`config.mk`:
```
export PLATFORM = sky130hd
export DESIGN_NAME = incr_decr_ctrl_flat
export DESIGN_NICKNAME = d
export VERILOG_FILES = /design/src/rtl/incr_decr_pkg.sv /design/src/rtl/incr_decr_ctrl_if.sv /design/src/rtl/rr_arbiter.sv /design/src/rtl/incr_decr_ctrl.sv /design/src/flat_wrapper.sv
export SDC_FILE = /design/constraint.sdc
export NUM_CORES = 1
export LEC_CHECK = 0
export CAP_MARGIN = 5
export CELL_PAD_IN_SITES_DETAIL_PLACEMENT = 1
export CELL_PAD_IN_SITES_GLOBAL_PLACEMENT = 1
export CORE_MARGIN = 2
export CORE_UTILIZATION = 28
export CTS_CLUSTER_SIZE = 25
export DETAILED_ROUTE_END_ITERATION = 8
export PLACE_DENSITY = 0.86
export SLEW_MARGIN = 30
export SYNTH_ARGS = -nofsm -noshare
export SYNTH_HDL_FRONTEND = slang
export SYNTH_HIERARCHICAL = 1
export SYNTH_SLANG_ARGS = --single-unit
```
`constraint.sdc`:
```
create_clock -name clk -period 1.6 [get_ports clk]
set_input_delay 0.16 -clock clk [delete_from_list [all_inputs] [get_ports clk]]
set_output_delay 0.16 -clock clk [all_outputs]
set_load 0.02 [all_outputs]
```
`src/rtl/incr_decr_pkg.sv`:
```
// Shared types and constants for the incr_decr controller slice.
package incr_decr_pkg;

  localparam int unsigned DW_DEFAULT = 8;

  localparam logic OP_ADD = 1'b1;
  localparam logic OP_SUB = 1'b0;

  typedef enum logic [2:0] {
    ST_IDLE        = 3'd0,
    ST_ISSUE       = 3'd1,
    ST_WAIT_COMMIT = 3'd2,
    ST_SCAN        = 3'd3,
    ST_RESP        = 3'd4
  } state_t;

  // Index width for an n-entry vector; never below one bit.
  function automatic int unsigned idx_w(input int unsigned n);
    return (n > 1) ? int'($clog2(n)) : 1;
  endfunction

endpackage

```
`src/rtl/incr_decr_ctrl_if.sv`:
```
// Requester-side request/response bus of the incr_decr controller.
interface incr_decr_ctrl_if
  import incr_decr_pkg::*;
#(
  parameter int unsigned NREQ = 2,
  parameter int unsigned DW   = DW_DEFAULT
);
  logic [NREQ-1:0]    req_val;
  logic [NREQ-1:0]    req_rdy;
  logic [NREQ*DW-1:0] req_data;
  logic [NREQ-1:0]    req_op;
  logic [NREQ-1:0]    resp_val;
  logic [NREQ-1:0]    resp_rdy;
  logic [DW-1:0]      resp_data;
  logic               resp_err;

  modport master (
    output req_val, req_data, req_op, resp_rdy,
    input  req_rdy, resp_val, resp_data, resp_err
  );

  modport slave (
    input  req_val, req_data, req_op, resp_rdy,
    output req_rdy, resp_val, resp_data, resp_err
  );
endinterface

```
`src/rtl/rr_arbiter.sv`:
```
// Round-robin arbiter: first request at/after ptr wins; next_ptr follows the winner.
module rr_arbiter
  import incr_decr_pkg::*;
#(
  parameter int unsigned NREQ = 2,
  parameter int unsigned PW   = idx_w(NREQ)
) (
  input  logic [NREQ-1:0] req,
  input  logic [PW-1:0]   ptr,
  output logic [NREQ-1:0] gnt,
  output logic            any,
  output logic [PW-1:0]   next_ptr
);
  logic [PW-1:0] cand;
  logic [PW-1:0] win;

  always_comb begin
    gnt  = '0;
    any  = 1'b0;
    win  = '0;
    cand = '0;
    for (int unsigned off = 0; off < NREQ; off++) begin
      cand = (32'(ptr) + off >= NREQ) ? PW'(32'(ptr) + off - NREQ) : PW'(32'(ptr) + off);
      if (!any && req[cand]) begin
        any = 1'b1;
        win = cand;
      end
    end
    if (any) gnt[win] = 1'b1;
    next_ptr = (32'(win) + 32'd1 >= NREQ) ? '0 : PW'(32'(win) + 32'd1);
  end

endmodule

```
`src/rtl/incr_decr_ctrl.sv`:
```
// Arbitrates NREQ requesters onto one incr_decr datapath and sequences its op handshake.
// Define SCAN_DUMP_EN to add a non-destructive scan-chain snapshot after each committed op.
module incr_decr_ctrl
  import incr_decr_pkg::*;
#(
  parameter int unsigned NREQ      = 2,
  parameter int unsigned DW        = DW_DEFAULT,
  parameter int unsigned TIMEOUT   = 200,
  parameter int unsigned CHAIN_LEN = 16
) (
  input  logic                 clk,
  input  logic                 reset,
  incr_decr_ctrl_if.slave      req_if,
  output logic [DW-1:0]        dut_data_in,
  output logic                 dut_a_s,
  output logic                 dut_val_op,
  input  logic [DW-1:0]        dut_data_out,
  input  logic                 dut_op_ack,
  input  logic                 dut_op_commit,
  output logic                 dut_sen,
  output logic                 dut_scan_ce,
  output logic                 dut_sin,
  input  logic                 dut_sout,
  output logic [CHAIN_LEN-1:0] snap_data,
  output logic                 snap_val
);
  localparam int unsigned PW = idx_w(NREQ);
  localparam int unsigned TW = $clog2(TIMEOUT + 1);

  state_t          state_q, state_d;
  logic [PW-1:0]   ptr_q, ptr_d;
  logic [NREQ-1:0] gnt_q, gnt_d;
  logic [TW-1:0]   timer_q, timer_d;
  logic [DW-1:0]   data_in_q, data_in_d;
  logic            a_s_q, a_s_d;
  logic            val_op_q, val_op_d;
  logic [NREQ-1:0] resp_val_q, resp_val_d;
  logic [DW-1:0]   resp_data_q, resp_data_d;
  logic            resp_err_q, resp_err_d;

  logic [NREQ-1:0] arb_gnt;
  logic            arb_any;
  logic [PW-1:0]   arb_next_ptr;
  logic [DW-1:0]   sel_data;
  logic            sel_op;
  logic            timed_out;

`ifdef SCAN_DUMP_EN
  localparam int unsigned CW = idx_w(CHAIN_LEN);
  logic                 sen_q, sen_d;
  logic [CW-1:0]        scnt_q, scnt_d;
  logic [CHAIN_LEN-1:0] snap_q, snap_d;
  logic                 snap_val_q, snap_val_d;
`endif

  rr_arbiter #(.NREQ(NREQ), .PW(PW)) u_arb (
    .req      (req_if.req_val),
    .ptr      (ptr_q),
    .gnt      (arb_gnt),
    .any      (arb_any),
    .next_ptr (arb_next_ptr)
  );

  // Operand/op of the requester being granted this cycle.
  always_comb begin
    sel_data = '0;
    sel_op   = 1'b0;
    for (int i = 0; i < int'(NREQ); i++) begin
      if (arb_gnt[i]) begin
        sel_data = req_if.req_data[i*DW +: DW];
        sel_op   = req_if.req_op[i];
      end
    end
  end

  always_comb begin
    state_d     = state_q;
    ptr_d       = ptr_q;
    gnt_d       = gnt_q;
    timer_d     = timer_q;
    data_in_d   = data_in_q;
    a_s_d       = a_s_q;
    val_op_d    = val_op_q;
    resp_val_d  = resp_val_q;
    resp_data_d = resp_data_q;
    resp_err_d  = resp_err_q;
    timed_out   = (timer_q == TW'(TIMEOUT - 1));
`ifdef SCAN_DUMP_EN
    sen_d      = sen_q;
    scnt_d     = scnt_q;
    snap_d     = snap_q;
    snap_val_d = 1'b0;
`endif

    case (state_q)
      ST_IDLE: begin
        if (arb_any) begin
          state_d   = ST_ISSUE;
          ptr_d     = arb_next_ptr;
          gnt_d     = arb_gnt;
          data_in_d = sel_data;
          a_s_d     = sel_op;
          val_op_d  = 1'b1;
          timer_d   = '0;
        end
      end

      ST_ISSUE, ST_WAIT_COMMIT: begin
        if (state_q == ST_ISSUE && dut_op_ack) begin
          val_op_d = 1'b0;
          state_d  = ST_WAIT_COMMIT;
          timer_d  = '0;
        end else if (state_q == ST_WAIT_COMMIT && dut_op_commit) begin
          resp_data_d = dut_data_out;
          resp_err_d  = 1'b0;
`ifdef SCAN_DUMP_EN
          state_d = ST_SCAN;
          sen_d   = 1'b1;
          scnt_d  = '0;
`else
          state_d    = ST_RESP;
          resp_val_d = gnt_q;
`endif
        end else if (timed_out) begin
          // Abort: no scan dump, report an error result.
          val_op_d    = 1'b0;
          resp_err_d  = 1'b1;
          resp_data_d = '0;
          resp_val_d  = gnt_q;
          state_d     = ST_RESP;
        end else begin
          timer_d = timer_q + TW'(1);
        end
      end

`ifdef SCAN_DUMP_EN
      // Circular shift: sout is fed back into sin so the chain contents survive.
      ST_SCAN: begin
        snap_d = {snap_q[CHAIN_LEN-2:0], dut_sout};
        if (scnt_q == CW'(CHAIN_LEN - 1)) begin
          sen_d      = 1'b0;
          snap_val_d = 1'b1;
          resp_val_d = gnt_q;
          state_d    = ST_RESP;
        end else begin
          scnt_d = scnt_q + CW'(1);
        end
      end
`endif

      ST_RESP: begin
        if (|(req_if.resp_rdy & gnt_q)) begin
          resp_val_d = '0;
          resp_err_d = 1'b0;
          state_d    = ST_IDLE;
        end
      end

      default: state_d = ST_IDLE;
    endcase
  end

  always_ff @(posedge clk or posedge reset) begin
    if (reset) begin
      state_q     <= ST_IDLE;
      ptr_q       <= '0;
      gnt_q       <= '0;
      timer_q     <= '0;
      data_in_q   <= '0;
      a_s_q       <= 1'b0;
      val_op_q    <= 1'b0;
      resp_val_q  <= '0;
      resp_data_q <= '0;
      resp_err_q  <= 1'b0;
`ifdef SCAN_DUMP_EN
      sen_q      <= 1'b0;
      scnt_q     <= '0;
      snap_q     <= '0;
      snap_val_q <= 1'b0;
`endif
    end else begin
      state_q     <= state_d;
      ptr_q       <= ptr_d;
      gnt_q       <= gnt_d;
      timer_q     <= timer_d;
      data_in_q   <= data_in_d;
      a_s_q       <= a_s_d;
      val_op_q    <= val_op_d;
      resp_val_q  <= resp_val_d;
      resp_data_q <= resp_data_d;
      resp_err_q  <= resp_err_d;
`ifdef SCAN_DUMP_EN
      sen_q      <= sen_d;
      scnt_q     <= scnt_d;
      snap_q     <= snap_d;
      snap_val_q <= snap_val_d;
`endif
    end
  end

  assign req_if.req_rdy   = (state_q == ST_IDLE) ? arb_gnt : '0;
  assign req_if.resp_val  = resp_val_q;
  assign req_if.resp_data = resp_data_q;
  assign req_if.resp_err  = resp_err_q;
  assign dut_data_in      = data_in_q;
  assign dut_a_s          = a_s_q;
  assign dut_val_op       = val_op_q;

`ifdef SCAN_DUMP_EN
  assign dut_sen     = sen_q;
  assign dut_scan_ce = sen_q;
  assign dut_sin     = sen_q & dut_sout;
  assign snap_data   = snap_q;
  assign snap_val    = snap_val_q;
`else
  logic unused_sout;
  assign unused_sout = dut_sout;
  assign dut_sen     = 1'b0;
  assign dut_scan_ce = 1'b0;
  assign dut_sin     = 1'b0;
  assign snap_data   = '0;
  assign snap_val    = 1'b0;
`endif

endmodule
```
`src/flat_wrapper.sv`:
```
// flat-port wrapper written by rule: the top's interface ports become plain ports
module incr_decr_ctrl_flat import incr_decr_pkg::*;
#(
  parameter int unsigned NREQ      = 2,
  parameter int unsigned DW        = DW_DEFAULT,
  parameter int unsigned TIMEOUT   = 200,
  parameter int unsigned CHAIN_LEN = 16
)
  (clk, reset, dut_data_in, dut_a_s, dut_val_op, dut_data_out, dut_op_ack, dut_op_commit, dut_sen, dut_scan_ce, dut_sin, dut_sout, snap_data, snap_val, req_if_req_val, req_if_req_data, req_if_req_op, req_if_resp_rdy, req_if_req_rdy, req_if_resp_val, req_if_resp_data, req_if_resp_err);
  incr_decr_ctrl_if #(.NREQ(NREQ), .DW(DW)) req_if_i ();
  input  logic clk;
  input  logic reset;
  output logic [DW-1:0] dut_data_in;
  output logic dut_a_s;
  output logic dut_val_op;
  input  logic [DW-1:0] dut_data_out;
  input  logic dut_op_ack;
  input  logic dut_op_commit;
  output logic dut_sen;
  output logic dut_scan_ce;
  output logic dut_sin;
  input  logic dut_sout;
  output logic [CHAIN_LEN-1:0] snap_data;
  output logic snap_val;
  input wire logic [$bits(req_if_i.req_val)-1:0] req_if_req_val;
  input wire logic [$bits(req_if_i.req_data)-1:0] req_if_req_data;
  input wire logic [$bits(req_if_i.req_op)-1:0] req_if_req_op;
  input wire logic [$bits(req_if_i.resp_rdy)-1:0] req_if_resp_rdy;
  output wire logic [$bits(req_if_i.req_rdy)-1:0] req_if_req_rdy;
  output wire logic [$bits(req_if_i.resp_val)-1:0] req_if_resp_val;
  output wire logic [$bits(req_if_i.resp_data)-1:0] req_if_resp_data;
  output wire logic [$bits(req_if_i.resp_err)-1:0] req_if_resp_err;
  assign req_if_i.req_val = req_if_req_val;
  assign req_if_i.req_data = req_if_req_data;
  assign req_if_i.req_op = req_if_req_op;
  assign req_if_i.resp_rdy = req_if_resp_rdy;
  assign req_if_req_rdy = req_if_i.req_rdy;
  assign req_if_resp_val = req_if_i.resp_val;
  assign req_if_resp_data = req_if_i.resp_data;
  assign req_if_resp_err = req_if_i.resp_err;
  incr_decr_ctrl #(.NREQ(NREQ), .DW(DW), .TIMEOUT(TIMEOUT), .CHAIN_LEN(CHAIN_LEN)) u_core (.clk(clk), .reset(reset), .req_if(req_if_i), .dut_data_in(dut_data_in), .dut_a_s(dut_a_s), .dut_val_op(dut_val_op), .dut_data_out(dut_data_out), .dut_op_ack(dut_op_ack), .dut_op_commit(dut_op_commit), .dut_sen(dut_sen), .dut_scan_ce(dut_scan_ce), .dut_sin(dut_sin), .dut_sout(dut_sout), .snap_data(snap_data), .snap_val(snap_val));
endmodule
```
==> results of run 1 <==
-- cells in the final DEF (no fill, tap or decap), types with 2 or more instances in the layout --
cell,instances
inv_1,6
o21a_1,4
buf_6,2
and2_1,4
clkdlybuf4s50_1,54
nand2_1,7
buf_4,30
nor2b_1,2
o2bb2ai_1,3
o21ai_4,2
a22oi_1,9
nor2_1,9
a22o_1,8
clkbuf_8,5
a21oi_1,12
nand2b_1,4
a31oi_1,8
o21ai_0,3
and3_1,3
dfrtp_2,3
nor3_2,3
dfrtp_1,32
o21ai_1,2
nand3_1,3
conb_1,20
a41oi_2,3
-- through the flow --
step                TNS, ps  setup slack, ps
floorplan              -317            -52.9
global placement      -4700             -245
detailed placement    -6110             -314
CTS                    -762            -71.3
global route          -2200             -161
finish                -1070             -118
-- sequential cells by signal, summed over array words and instances, names as in the netlist --
signal	flops
u_core/dut_data_in	8
u_core/req_if.resp_data	8
u_core/timer_q	8
u_core/state_q	3
u_core/gnt_q	2
u_core/req_if.resp_val	2
u_core/dut_a_s	1
u_core/dut_val_op	1
u_core/ptr_q	1
u_core/req_if.resp_err	1
-- power by group through the flow --
stage | clock, W | sequential [W] | combinational, W
floorplan | 0 | 0.00179 | 0.00121
global placement | 0 | 0.00151 | 0.00255
detailed placement | 0 | 0.00151 | 0.00263
CTS | 0.000825 | 0.00150 | 0.00279
global route | 0.000859 | 0.00155 | 0.00315
finish | 0.000802 | 0.00151 | 0.00293
-- path summary, 6_finish.rpt --
check / to / slack [ps] / depth (start not counted) / startpoint
setup / recovery: u_core/req_if.resp_data[5] / -120 / 5 / u_core/state_q[2]
hold / removal: u_core/dut_a_s / 270 / 3 / reset
setup reg to reg: u_core/req_if.resp_data[5] / -120 / 5 / u_core/state_q[2]
hold reg to reg: u_core/dut_val_op / 490 / 1 / u_core/dut_val_op
max in group asynchronous: u_core/state_q[0] / 960 / 3 / reset
min in group clk: u_core/req_if.resp_data[1] / 470 / 2 / dut_data_out[1]
-- cells by family after synthesis --
kind of cell               synth area share, %
AOI/OAI and AO/OA                         24.2
and+or+nand+nor                           14.1
buffers and inverters                     12.9
DFF                                       46.9
muxes                                     1.14
adders and majority gates                0.669
other                                    0.201
-- routing by layer --
metal	vias up	track usage [%]	share of wire, %
met5	-	0	0
met4	0	4.04	0.95
met3	7	5.00	6.9
met2	57	25.1	51
met1	807	17.0	41
li1	795	-	-
-- worst min-delay path: stages --
cell,delay (ps)
clkdlybuf4s50_1,390
inv_1,50
buf_4,400
-- what timing repair did --
item                                    in CTS  in global routing
setup buffers                                2                  5
endpoints found under the setup margin      23                 24
gates resized for setup                     22                  9
hold endpoints to repair                     0                  0
pin swaps                                    7                  9
-- cell type report --
cell class | instances | area share [%]
clock inverters | 3 | 1.53
flip-flops and latches | 35 | 30.7
repair buffers | 89 | 28.8
inverters | 7 | 0.918
well taps | 77 | 3.37
multi-input cells | 131 | 32.2
clock buffers | 5 | 2.40
==> flow_metrics.py, run 1 <==
metrics = {
    "run_status": {
        "status": "complete, but fails checks",
        "violations": "negative setup slack",
    },
    "layout": {
        "stdcell_count": 347,
        "fillCellCount": 719,
        "antenna_cells": 0,
        "layout-drive-gt1-share_pct": 25.6,
        "nets": 305,
        "final_area_mm2": 0.00286,
        "final_core_util_pct": 44.8,
        "area_delta_synth_final_pct": 53.1,
        "multiInputGateArea_um2": 922,
        "register_area_um2": 880,
    },
    "pwr": {
        "p_sw_share_pct": 39.3,
        "p_per_area_mw_per_mm2": 1830,
        "leakage_nw": 1.26,
        "pwr-share-comb_pct": 55.9,
        "intPower_w": 0.00318,
        "p_switching_w": 0.00206,
        "clkPwrFrac_pct": 15.3,
        "power_w": 0.00524,
        "peakVddDrop_v": 0.000928,
        "pwr-share-seq_pct": 28.8,
    },
    "synth": {
        "yosys_warnings": 6,
        "synth.cell_area_mm2": 0.00187,
        "ys_types": 47,
        "async_flop_share_pct": 100,
        "synthCells": 186,
        "synth.most_common_cell": "dfrtp_1",
        "yosys.area.top_type": "dfrtp_1",
        "ys_top_cells_by_count": "dfrtp_1 (35), buf_4 (20), a21oi_1 (12), a22oi_1 (9), nor2_1 (9)",
        "synth_top_cells_by_area": "dfrtp_1 (47%), buf_4 (8.0%), a22o_1 (3.7%)",
        "synth_seq_cells": 35,
        "ys_seq_area_share_pct": 46.9,
        "synth_top_area_share_pct": 46.9,
        "synth_edf_count": 0,
        "syn-mean-instance-area_um2": 10.0,
        "synthFlopType": "dfrtp_1",
    },
    "floorplanning": {
        "die_x_um": 85.7,
        "pin_count": 78,
        "coreArea_mm2": 0.00639,
        "rows": 29,
        "die_area_mm2": 0.00735,
        "dieHeight_um": 85.7,
        "initial_core_util_pct": 29.3,
    },
    "routing": {
        "ant_nets": 0,
        "firstDrtPassIters": 4,
        "drt_wl_total_um": 5250,
        "first_iter_violations": 68,
        "drc": 0,
        "vias": 1666,
        "avgViaCountPerCell": 4.80,
        "wl_per_cell_um": 15.1,
    },
    "critical_path": {
        "end_kind": "flop",
        "crit_path_top_delay_cell": "or4bb_1",
        "crit_chain": "or4bb_1, a21bo_4, o21ai_4, buf_12, a22o_1",
        "cp.required_ps": 1780,
        "worst_ep_arrival_time_ps": 1900,
        "cp-start-kind": "flop",
        "crit_path_max_fanout": 12,
        "criticalPathCategory": "reg2reg",
        "crit_family": "simple AND/OR/NAND/NOR gates",
        "path_buf_inv": 1,
        "slowest_delay_ps": 500,
    },
    "clocking": {
        "clk_latency_ps": 290,
        "cts_hold_buf": 0,
        "path_clk_slew_ps": 70,
        "cts_buffer_depth": 2,
        "cts_inserted_buffers": 5,
        "cts.sinks": 35,
        "h-tree-depth": 2,
        "cts_tree": "yes",
        "cts_root_buf": "clkbuf_8",
    },
    "placement": {
        "portBuffers": 56,
        "dp_hpwl_um": 3660,
        "gp_congestion": 0.757,
        "dp_cells": 336,
        "placed_area_mm2": 0.00261,
    },
    "sta": {
        "timing.hold.ws_ps": 268,
        "min_period_ps": 1720,
        "finalHoldViolCount": 0,
        "rsz0062_at_grt": "yes",
        "max_freq_mhz": 582,
        "fin_ws_ps": -118,
        "finalSetupViolations": 16,
        "fin_skew_ps": 4.95,
        "slew_viol_final": 0,
        "min_period_over_period_pct": 107,
    },
    "grt": {
        "grt_overflow": 0,
        "grt_pass1_wl_um": 8410,
        "gr-usage-all-layers_pct": 14.5,
        "grt_pass1_vias": 1770,
        "antenna_found_initial": 0,
        "grt_start_max_net_pins": 36,
    },
    "min_path": {
        "hold_path_class": "in2async",
    },
    "job": {
        "max_cap_viol_count": 0,
    },
}
No activity file was read; power rests on OpenSTA's default activity.
==> run 2: changes to the inputs <==
- ABC_AREA: default -> 1
- PLACE_DENSITY: 0.86 -> 0.87
==> flow_metrics.py, run 2 <==
metrics = {
    "run_status": {
        "status": "complete, no violations",
    },
    "sta": {
        "finalHoldViolCount": 0,
        "min_period_over_period_pct": 94.9,
        "finalSetupViolations": 0,
        "fin_ws_ps": 81.1,
        "max_freq_mhz": 658,
        "timing.hold.ws_ps": 271,
        "fin_skew_ps": 3.12,
        "slew_viol_final": 0,
        "min_period_ps": 1520,
    },
    "synth": {
        "ys_seq_area_share_pct": 42.9,
        "synth_compound_area_share_pct": 9.92,
        "ys_types": 26,
        "ys_top_cells_by_count": "nand2_1 (85), dfrtp_1 (35), nor2_1 (22), buf_4 (20), inv_1 (19)",
        "synth_top_area_share_pct": 42.9,
        "synth_mux_area_share_pct": 0,
        "synth_fa_ha_area_share_pct": 0.612,
        "synth.cell_area_mm2": 0.00204,
        "synth.most_common_cell": "nand2_1",
        "synth_top_family_by_area": "simple AND/OR/NAND/NOR gates",
        "synth_xor_area_share_pct": 0.857,
        "yosys_warnings": 6,
        "async_flop_share_pct": 100,
        "synth_top_cells_by_area": "dfrtp_1 (43%), nand2_1 (16%), buf_4 (7.3%)",
        "synth-simple-area-share_pct": 32.8,
        "syn-mean-instance-area_um2": 7.68,
        "synth_seq_cells": 35,
        "synth_edf_count": 0,
        "synthCells": 266,
        "yosys.area.top_type": "dfrtp_1",
        "synthFlopType": "dfrtp_1",
    },
    "floorplanning": {
        "die_area_mm2": 0.00800,
        "dieHeight_um": 89.4,
        "initial_core_util_pct": 28.5,
        "coreArea_mm2": 0.00718,
        "rows": 31,
        "pin_count": 78,
        "die_x_um": 89.4,
    },
    "clocking": {
        "cts.sinks": 35,
        "h-tree-depth": 2,
        "cts_root_buf": "clkbuf_8",
        "cts_inserted_buffers": 5,
        "cts_tree": "yes",
        "clk_latency_ps": 290,
        "path_clk_slew_ps": 70,
        "cts_buffer_depth": 2,
    },
    "critical_path": {
        "slowest_delay_ps": 440,
        "crit_chain": "nor2_4, buf_4, nand3_2, nand2_2, nand2_4, buf_4, nand3_1, nand2_1",
        "cp.required_ps": 1790,
        "worst_ep_arrival_time_ps": 1710,
        "crit_path_top_delay_cell": "dfrtp_2",
        "cp_common_cell": "buf_4",
        "end_kind": "flop",
        "cp-start-kind": "flop",
        "crit_path_max_fanout": 6,
        "criticalPathCategory": "reg2reg",
    },
    "routing": {
        "first_iter_violations": 66,
        "drt_wl_total_um": 5970,
        "firstDrtPassIters": 4,
        "ant_nets": 0,
        "drc": 0,
        "vias": 1999,
        "wl_per_cell_um": 13.5,
        "avgViaCountPerCell": 4.51,
    },
    "grt": {
        "gr-usage-met1_pct": 19.1,
        "busiest_layer": "met2",
        "grt_pass1_vias": 2102,
        "grtUsageMet2_pct": 27.7,
        "grt_overflow": 0,
        "grt_pass1_wl_um": 9740,
        "grt_start_max_net_pins": 36,
        "antenna_found_initial": 0,
        "grt_util_met3_pct": 3.51,
        "gr-usage-all-layers_pct": 15.7,
    },
    "pwr": {
        "p_sw_share_pct": 45.1,
        "leakage_nw": 1.34,
        "peakVddDrop_v": 0.000753,
        "intPower_w": 0.00268,
        "pwr-share-seq_pct": 29.6,
        "clkPwrFrac_pct": 13.2,
        "p_per_area_mw_per_mm2": 1690,
        "p_switching_w": 0.00221,
        "pwr-share-comb_pct": 57.2,
    },
    "placement": {
        "dp_slack_ps": -308,
        "dp_hpwl_um": 4360,
        "portBuffers": 56,
        "gp_congestion": 0.798,
    },
    "layout": {
        "final_common_cell": "nand2_1",
        "nets": 379,
        "antenna_cells": 0,
        "final_cell_mix": "nand2_1 (82), clkdlybuf4s50_1 (54), dfrtp_1 (33)",
        "area_delta_synth_final_pct": 41.6,
        "layout-drive-gt1-share_pct": 16.3,
    },
    "min_path": {
        "hold_path_class": "in2async",
    },
    "job": {
        "max_cap_viol_count": 0,
    },
}
==> run 2: cells by family after synthesis <==
family                     count (synthesis)
AOI/OAI and AO/OA                         36
xor gates and xnor gates                   2
adders and majority gates                  1
buffers and inverters                     47
DFF                                       35
other                                      1
and+or+nand+nor                          144
==> run 2: final timing paths <==
kind | start | to | slack [ps] | cells after the start
max in group asynchronous | reset | u_core/state_q[1] | 980 | 3
min reg2reg | u_core/dut_val_op | u_core/dut_val_op | 480 | 2
min in group clk | dut_data_out[6] | u_core/req_if.resp_data[6] | 400 | 3
min | reset | u_core/dut_data_in[5] | 270 | 3
max reg2reg | u_core/state_q[2] | u_core/timer_q[2] | 80 | 8
max | u_core/state_q[2] | u_core/timer_q[2] | 80 | 8
==> run 2: power groups by stage <==
stage          Combinational, W  Sequential, W  Clock (W)
2_1_floorplan           0.00128        0.00171          0
3_3_place_gp            0.00253        0.00145          0
3_5_place_dp            0.00264        0.00146          0
4_1_cts                 0.00264        0.00145   0.000673
5_1_grt                 0.00307        0.00150   0.000711
6_report                0.00280        0.00145   0.000647
==> run 2: area by class of cell <==
class | instances | area (um^2)
clock buffers | 6 | 72.6
clock inverters | 2 | 12.5
fillers | 887 | 4280
inverters | 23 | 86.3
multi-input cells | 203 | 1010
flip-flops and latches | 35 | 878
well taps | 99 | 124
repair buffers | 75 | 706
==> run 2: per-stage QoR <==
stage / setup TNS, ps / cells / utilization, % / total power (W) / cell area, um^2
2_1_floorplan: 0 / 285 / - / 0.00299 / 2110
3_3_place_gp: -1310 / 429 / 38.1 / 0.00398 / 2730
3_5_place_dp: -2640 / 429 / 38.1 / 0.00409 / 2730
4_1_cts: 0 / 437 / 39.3 / 0.00476 / 2820
5_1_grt: -5.13 / 443 / 40.3 / 0.00528 / 2890
6_report: 0 / 443 / 40.3 / 0.00489 / 2890
==> run 2: repair_timing <==
action,4_1_cts,5_1_grt
cloned,0,0
buffers inserted,0,6
hold buffers,0,0
gates resized for setup,5,13
endpoints found under the hold margin,0,0
pin swaps,0,3
endpoints found under the setup margin,9,18
==> run 2: worst max-delay path, delay by kind of cell, from the launching register on <==
kind / cells / cell delay [ps]
simple gates: 6 / 660
flops: 1 / 440
buf+inv: 2 / 290
==> run 2: metal layers <==
layer	share of wire [%]	vias to the layer above
met4	1.1	0
met2	51	54
li1	-	963
met1	43	976
met5	0	-
met3	4.9	6
